<file path="src/rtl/bankgroup_cmd_ctrl.sv">
// Bank-group command initiator: tracks per-bank open/row state and sequences
// fixed-length read/write bursts onto the bank-indexed array interface.
module bankgroup_cmd_ctrl #(
    parameter int BAWIDTH      = 2,
    parameter int COLWIDTH     = 10,
    parameter int DEVICE_WIDTH = 4,
    parameter int CHWIDTH      = 5,
    parameter int BL           = 8,
    parameter int RDLAT        = 1,
    localparam int BANKSPERGROUP = 2**BAWIDTH
) (
    input  logic                                          clk,
    input  logic                                          rst,
    input  logic                                          cmd_valid,
    output logic                                          cmd_ready,
    input  logic [2:0]                                    cmd,
    input  logic [BAWIDTH-1:0]                            cmd_ba,
    input  logic [CHWIDTH-1:0]                            cmd_row,
    input  logic [COLWIDTH-1:0]                           cmd_col,
    input  logic [DEVICE_WIDTH-1:0]                       wdata,
    output logic [DEVICE_WIDTH-1:0]                       rdata,
    output logic                                          rdata_valid,
    output logic                                          err,
    output logic [BANKSPERGROUP-1:0]                      bank_open,
    output logic [BANKSPERGROUP-1:0]                      rd_o_wr,
    output logic [BANKSPERGROUP-1:0][DEVICE_WIDTH-1:0]    dqin,
    input  logic [BANKSPERGROUP-1:0][DEVICE_WIDTH-1:0]    dqout,
    output logic [BANKSPERGROUP-1:0][CHWIDTH-1:0]         row,
    output logic [BANKSPERGROUP-1:0][COLWIDTH-1:0]        column
);

    // state   | meaning
    // IDLE    | no burst, commands accepted every cycle
    // RBURST  | read burst beats on column[ba_q]
    // WBURST  | write burst beats, wdata passed to dqin[ba_q]
    localparam logic [1:0] S_IDLE   = 2'd0;
    localparam logic [1:0] S_RBURST = 2'd1;
    localparam logic [1:0] S_WBURST = 2'd2;

    localparam logic [2:0] C_ACT = 3'd1;
    localparam logic [2:0] C_RD  = 3'd2;
    localparam logic [2:0] C_WR  = 3'd3;
    localparam logic [2:0] C_PRE = 3'd4;

    localparam int BEATW = $clog2(BL);
    localparam logic [COLWIDTH-1:0] COL_MASK = COLWIDTH'(BL - 1);
    localparam logic [BEATW-1:0]    LAST_BEAT = BEATW'(BL - 1);

    logic [1:0]                                   state_q, state_d;
    logic [BEATW-1:0]                             beat_q, beat_d;
    logic [BAWIDTH-1:0]                           ba_q, ba_d;
    logic [BANKSPERGROUP-1:0]                     open_q, open_d;
    logic [BANKSPERGROUP-1:0][CHWIDTH-1:0]        row_q, row_d;
    logic [BANKSPERGROUP-1:0][COLWIDTH-1:0]       col_q, col_d;
    logic                                         err_q, err_d;
    logic [RDLAT-1:0]                             rv_q;
    logic [RDLAT-1:0][BAWIDTH-1:0]                rba_q;

    logic accept;
    logic in_burst;
    logic last_beat;
    logic [COLWIDTH-1:0] col_cur;

    assign in_burst  = (state_q != S_IDLE);
    assign last_beat = in_burst && (beat_q == LAST_BEAT);
    assign cmd_ready = !in_burst || last_beat;
    assign accept    = cmd_valid && cmd_ready;
    assign col_cur   = col_q[ba_q];

    always_comb begin
        state_d = state_q;
        beat_d  = beat_q;
        ba_d    = ba_q;
        open_d  = open_q;
        row_d   = row_q;
        col_d   = col_q;
        err_d   = 1'b0;

        // Column wraps inside the BL-aligned block; the last beat's column is held.
        if (in_burst) begin
            beat_d = beat_q + BEATW'(1);
            if (last_beat) begin
                state_d = S_IDLE;
            end else begin
                col_d[ba_q] = (col_cur & ~COL_MASK) | ((col_cur + COLWIDTH'(1)) & COL_MASK);
            end
        end

        if (accept) begin
            case (cmd)
                C_ACT: begin
                    if (open_q[cmd_ba]) begin
                        err_d = 1'b1;
                    end else begin
                        open_d[cmd_ba] = 1'b1;
                        row_d[cmd_ba]  = cmd_row;
                    end
                end
                C_PRE: begin
                    open_d[cmd_ba] = 1'b0;
                    row_d[cmd_ba]  = '0;
                end
                C_RD, C_WR: begin
                    if (!open_q[cmd_ba]) begin
                        err_d = 1'b1;
                    end else begin
                        state_d        = (cmd == C_RD) ? S_RBURST : S_WBURST;
                        beat_d         = '0;
                        ba_d           = cmd_ba;
                        col_d[cmd_ba]  = cmd_col;
                    end
                end
                default: ;
            endcase
        end
    end

    always_ff @(posedge clk or posedge rst) begin
        if (rst) begin
            state_q <= S_IDLE;
            beat_q  <= '0;
            ba_q    <= '0;
            open_q  <= '0;
            row_q   <= '0;
            col_q   <= '0;
            err_q   <= 1'b0;
        end else begin
            state_q <= state_d;
            beat_q  <= beat_d;
            ba_q    <= ba_d;
            open_q  <= open_d;
            row_q   <= row_d;
            col_q   <= col_d;
            err_q   <= err_d;
        end
    end

    // Read-return pipeline runs independently of the FSM so a WR can follow a RD gaplessly.
    always_ff @(posedge clk or posedge rst) begin
        if (rst) begin
            rv_q  <= '0;
            rba_q <= '0;
        end else begin
            rv_q[0]  <= (state_q == S_RBURST);
            rba_q[0] <= ba_q;
            for (int i = 1; i < RDLAT; i++) begin
                rv_q[i]  <= rv_q[i-1];
                rba_q[i] <= rba_q[i-1];
            end
        end
    end

    always_comb begin
        rd_o_wr = '0;
        dqin    = '0;
        if (state_q == S_WBURST) begin
            rd_o_wr[ba_q] = 1'b1;
            dqin[ba_q]    = wdata;
        end
    end

    // dqout is already RDLAT cycles behind the column, so the return mux stays combinational.
    assign rdata_valid = rv_q[RDLAT-1];
    assign rdata       = rdata_valid ? dqout[rba_q[RDLAT-1]] : '0;
    assign err         = err_q;
    assign bank_open   = open_q;
    assign row         = row_q;
    assign column      = col_q;

endmodule

</file>
<file path="config.mk">
export PLATFORM = sky130hd
export DESIGN_NAME = bankgroup_cmd_ctrl
export DESIGN_NICKNAME = d
export VERILOG_FILES = /design/src/rtl/bankgroup_cmd_ctrl.sv
export SDC_FILE = /design/constraint.sdc
export NUM_CORES = 1
export LEC_CHECK = 0
export BUFFER_PORTS_ARGS = -buffer_cell sky130_fd_sc_hd__buf_4
export CAP_MARGIN = 20
export CORE_MARGIN = 3
export CORE_UTILIZATION = 49
export CTS_CLUSTER_SIZE = 25
export DETAILED_ROUTE_END_ITERATION = 10
export PLACE_DENSITY = 0.81
export SYNTH_ARGS = -nofsm -noshare
export SYNTH_HDL_FRONTEND = slang
export SYNTH_SLANG_ARGS = --single-unit
</file>
<file path="constraint.sdc">
create_clock -name clk -period 3.37 [get_ports clk]
set_input_delay 0.674 -clock clk [delete_from_list [all_inputs] [get_ports clk]]
set_output_delay 0.674 -clock clk [all_outputs]
set_load 0.01 [all_outputs]
</file>
# Word-level counts from Yosys, hierarchy flattened
# Index checks and enable logic that the tools add are counted.
# totals
register_bits,75
inputBits,43
output_inout_bits,91
# classes
n_addsub,2
magnitude_cmp,5
eq_ne,8
mux,47
bitwise,7
n_reduce_logical,11
# ops
op,count
$mux W40,5
$bwmux W40,2
$demux W10 S2,2
$pmux W20 S2,1
$mux W10,3
$and A20 B20 Y20,1
$bmux W10 S2,1
$bwmux W20,1
$mux W20,1
$mux W4,5
$not A20 Y20,1
$and A16 B16 Y16,1
$mux W16,1
$mux W2,6
$mux W3,4
$demux W5 S2,1
$or A10 B3 Y10,1
$lt A2 B3 Y1 const B,3
$bmux W4 S2,1
$demux W4 S2,1
$pmux W4 S2,1
$add A3 B1 Y3 const B,2
$eq A3 B2 Y1 const B,2
$eq A3 B3 Y1 const B,2
19 further kinds,31

# Logic depth before layout (Yosys ltp)
# depth
ltp_word,11
mapped_depth,8

# Worst setup path before layout
# Ideal clock, no wire load.
# synth_path
path_kind,input port to flip-flop
from,input port cmd_ba[1]
to,"register col_q, in the netlist column[3]"
arrival_ps,1995
required_ps,3245
path_slack_ps,1250
cell_stages,5
n_path_buf,2
path_cell_list,buf_2 > nor2_1 > nor4b_2 > buf_4 > mux2_2
# synth_lines
element,line,text
start: declaration,17,"input logic [BAWIDTH-1:0] cmd_ba,"
end signal: assignment,133,col_q <= col_d;
end: declaration,54,"logic [BANKSPERGROUP-1:0][COLWIDTH-1:0] col_q, col_d;"

# Worst setup path in the final report
# layout_path
from,register beat_q[0]
to,output port cmd_ready
# layout_via
elab_chain_len,3
# layout_rtl
element,line,text
start: declaration,50,"logic [BEATW-1:0] beat_q, beat_d;"
start signal: assignment,129,beat_q <= beat_d;
$eq A3 B3 Y1,65,assign last_beat = in_burst && (beat_q == LAST_BEAT);
$logic_and A1 B1 Y1,65,
$logic_or A1 B1 Y1,66,assign cmd_ready = !in_burst || last_beat;
end: declaration,15,"output logic cmd_ready,"
# No other way between the ends.

==> impl_results.md <==
- Synth Area per Inst: 12.3 um2
- Main flop type after synthesis: dfrtp_1
- Netlist Area Pre-Place: between 0.003 and 0.004 mm2
- Min-delay worst type: reg -> reg
- Total power: 0.00422 W
- Fmax achieved: between 300 and 400 MHz
- Clk_skew: between 0.008 and 0.009 ns
- Number of H-tree levels: 3
- Fin Hold WS: around 0.5 ns
- TritonCTS clock tree: built
- Final #Nets: approximately 470
- Layout cells sized above 1: around 47%
- DIE HEIGHT: slightly above 90 um
- I/O pin cnt: about 130
- Top area cells in the synthesized netlist: dfrtp_1 53%, mux2_2 9.6%, o2bb2ai_1 5.0%
- Final worst-path cycle share: slightly below 80%
- First-pass DRT Iterations: 6
- Vias: 2,780
- Post-DP HPWL: roughly 6500 um
- Max clock buf depth: 2
- Final setup margin: slightly below 0.8 ns
- Wire per inst: between 15 and 20 um
- Synth top area share: between 50 and 60%
- Total CTS buffers: 9
- Pin count of the biggest net entering global routing: 76
- Number of diodes: 0
- Hold Crit Start: row[1]$_DFFE_PP0P_
- Pleak: between 2 and 2.5 nW
- CP Max Fanout: 12
- Final Setup Violations: 0
- Most frequent cells in the layout: 137 x buf_4, 75 x dfrtp_1, 30 x mux2_2
- Worst-Margin Slew: ~0.9 ns
- RSZ-0062 raised after global routing: false
- CP endpoint kind: output pin
- Die area: 0.00823 mm2
- Critical Path RT: around 2.7 ns
- Final Max Slew Viols: 0
- R2R Path End: column[23]$_DFF_PP0_
- Post-Place Setup Slack: between 0.9 and 1 ns
- Register area share after synthesis: a little over half
- Syn Nets: around 330
- Min-Delay Endpoint: row[1]$_DFFE_PP0P_
- Global Route Usage Sum: between 20 and 25%
- Vias in the first global route: 2,832
- Post-synth EDFFs: 0
- Setup bufs post-CTS: 0
- # fillers: around 530
- Count of cell types in the netlist: 43
- Power per Cell Area: between 800 and 900 mW/mm2
- Post-CTS resize count: 0
- Yosys warns: 0
- Clock-pin slew on the worst setup and hold paths: approximately 0.08 ns
- Hold path cells: 1
- Std cell rows: 30
- DRT iter0 DRCs: roughly 130
- Worst reg-to-reg path cell count: 5
- Max VDD drop: 0.000513 V
- Commonest non-fill, non-tap cell in the layout: buf_4
- Starting Density: roughly half
- Final Hold Viols: 0
- Slew headroom: around two fifths
- Async set-reset flop share out of synthesis: between 90% and 100%
- Post-Syn Instances: 285
- Chip Width: slightly above 90 um
- Worst setup SP type: register
- Area grow syn2layout: 38.4%
- Worst-Skew Late Latency: 0.35 ns
- Residual DRC count: 0
- Reg2reg start: beat_q[0]$_DFF_PP0_
- Initial antenna violation count: 0
- First-pass GRT wire length: roughly 14,000 um
- WS Path Type: reg -> out
- GRT overflow: 0
- CP startpoint: beat_q[0]$_DFF_PP0_
- #FFs+latches synth: 75
- Root Buffer: clkbuf_8
- CTS Sinks: 75
- Period minus WS final: 2.60 ns
- Area leader, netlist: dfrtp_1
- Crit path DAT: ~1.9 ns
- Post-Route WL: 8770 um
- Status: completed
- Placer congestion estimate: just over 0.8
- Post-cts hold buffer count: 0
- Final TNS setup: 0 ns
- Core Box Area: roughly 0.007 mm2
- Drt via density: 5.31
- Number of port buffers: around 130
- R2R setup slack: about 1.1 ns
- Max Cap Violations: 0
- Antenna viol nets, final: 0
-- where the power goes --
group          total, W  leakage [nW]  internal, W  switching (W)
Clock          0.000899         0.131     0.000570       0.000329
Sequential      0.00158         0.957      0.00127       0.000315
Combinational   0.00174          1.21     0.000949       0.000786
Total           0.00422          2.30      0.00278        0.00143
-- kinds of logic (layout without fill, tap and decap cells) --
group           Yosys count  count (layout)  share of synthesized area [%]
mux                      43              43                           15.8
xor+xnor                  9               9                           2.24
flops                    75              75                           53.4
buf+inv                  17             160                           2.56
simple gates             88              88                           14.8
compound gates           50              50                           10.1
fa+ha+maj                 3               3                           1.07
-- sequential cells by signal, summed over array words and instances (netlist names), named ones only --
name / flops
state_q: 2
row: 20
err: 1
beat_q: 3
ba_q: 2
rba_q: 2
column: 40
rdata_valid: 1
-- worst max-delay path, stage by stage, from the launching register on --
cell	delay (ns)
dfrtp_1	0.40
ha_1	0.21
ha_1	0.20
o21ba_2	0.44
inv_2	0.15
buf_4	0.17
-- per-stage QoR --
stage | cell area [um2] | cells | utilization (%)
after global placement | 4600 | 508 | 67.0
after CTS | 4870 | 524 | 70.8
after detailed placement | 4600 | 508 | 67.0
final | 4870 | 524 | 70.8
after global routing | 4870 | 524 | 70.8
after floorplan | 3520 | 285 | -
-- layout make-up --
type	count	area, um2	share of cell area (%)
inverters	7	26.3	0.540
repair buffers	137	1030	21.1
well taps	96	120	2.47
clock buffers	10	128	2.62
multi-input cells	193	1550	31.8
clock inverters	6	138	2.83
flip-flops and latches	75	1880	38.6
-- cell usage after synthesis, types with 2 or more instances --
library cell	number
nand2b_1	3
xor2_1	3
o2bb2ai_1	20
nor4b_2	2
nor2b_1	4
nand3_1	3
buf_4	4
xnor2_1	6
nor2_1	9
inv_1	6
a21oi_1	4
buf_2	3
dfrtp_1	75
mux2_2	30
o21ai_0	17
nand2_1	27
a31oi_1	2
and2_1	21
nor3_1	7
ha_1	3
mux4_2	7
nand3_2	3
mux2i_1	6
-- layer usage --
metal / vias to the layer above / global-route usage, % / routed length [um]
met2: 121 / 35.0 / 4360
met3: 14 / 7.17 / 752
li1: 1300 / - / -
met1: 1345 / 26.7 / 3500
met4: 0 / 8.80 / 161
met5: - / 0 / 0
-- worst max-delay path by stage --
stage / endpoint / slack (ns) / depth (start not counted)
2_1_floorplan: asynchronous set/reset pin / 0.79 / 1
3_3_place_gp: column[28]$_DFF_PP0_ / 1.04 / 4
3_5_place_dp: column[23]$_DFF_PP0_ / 0.97 / 4
4_1_cts: cmd_ready / 0.75 / 5
5_1_grt: cmd_ready / 0.68 / 5
6_report: cmd_ready / 0.77 / 5
(Power assumes the default switching activity.)
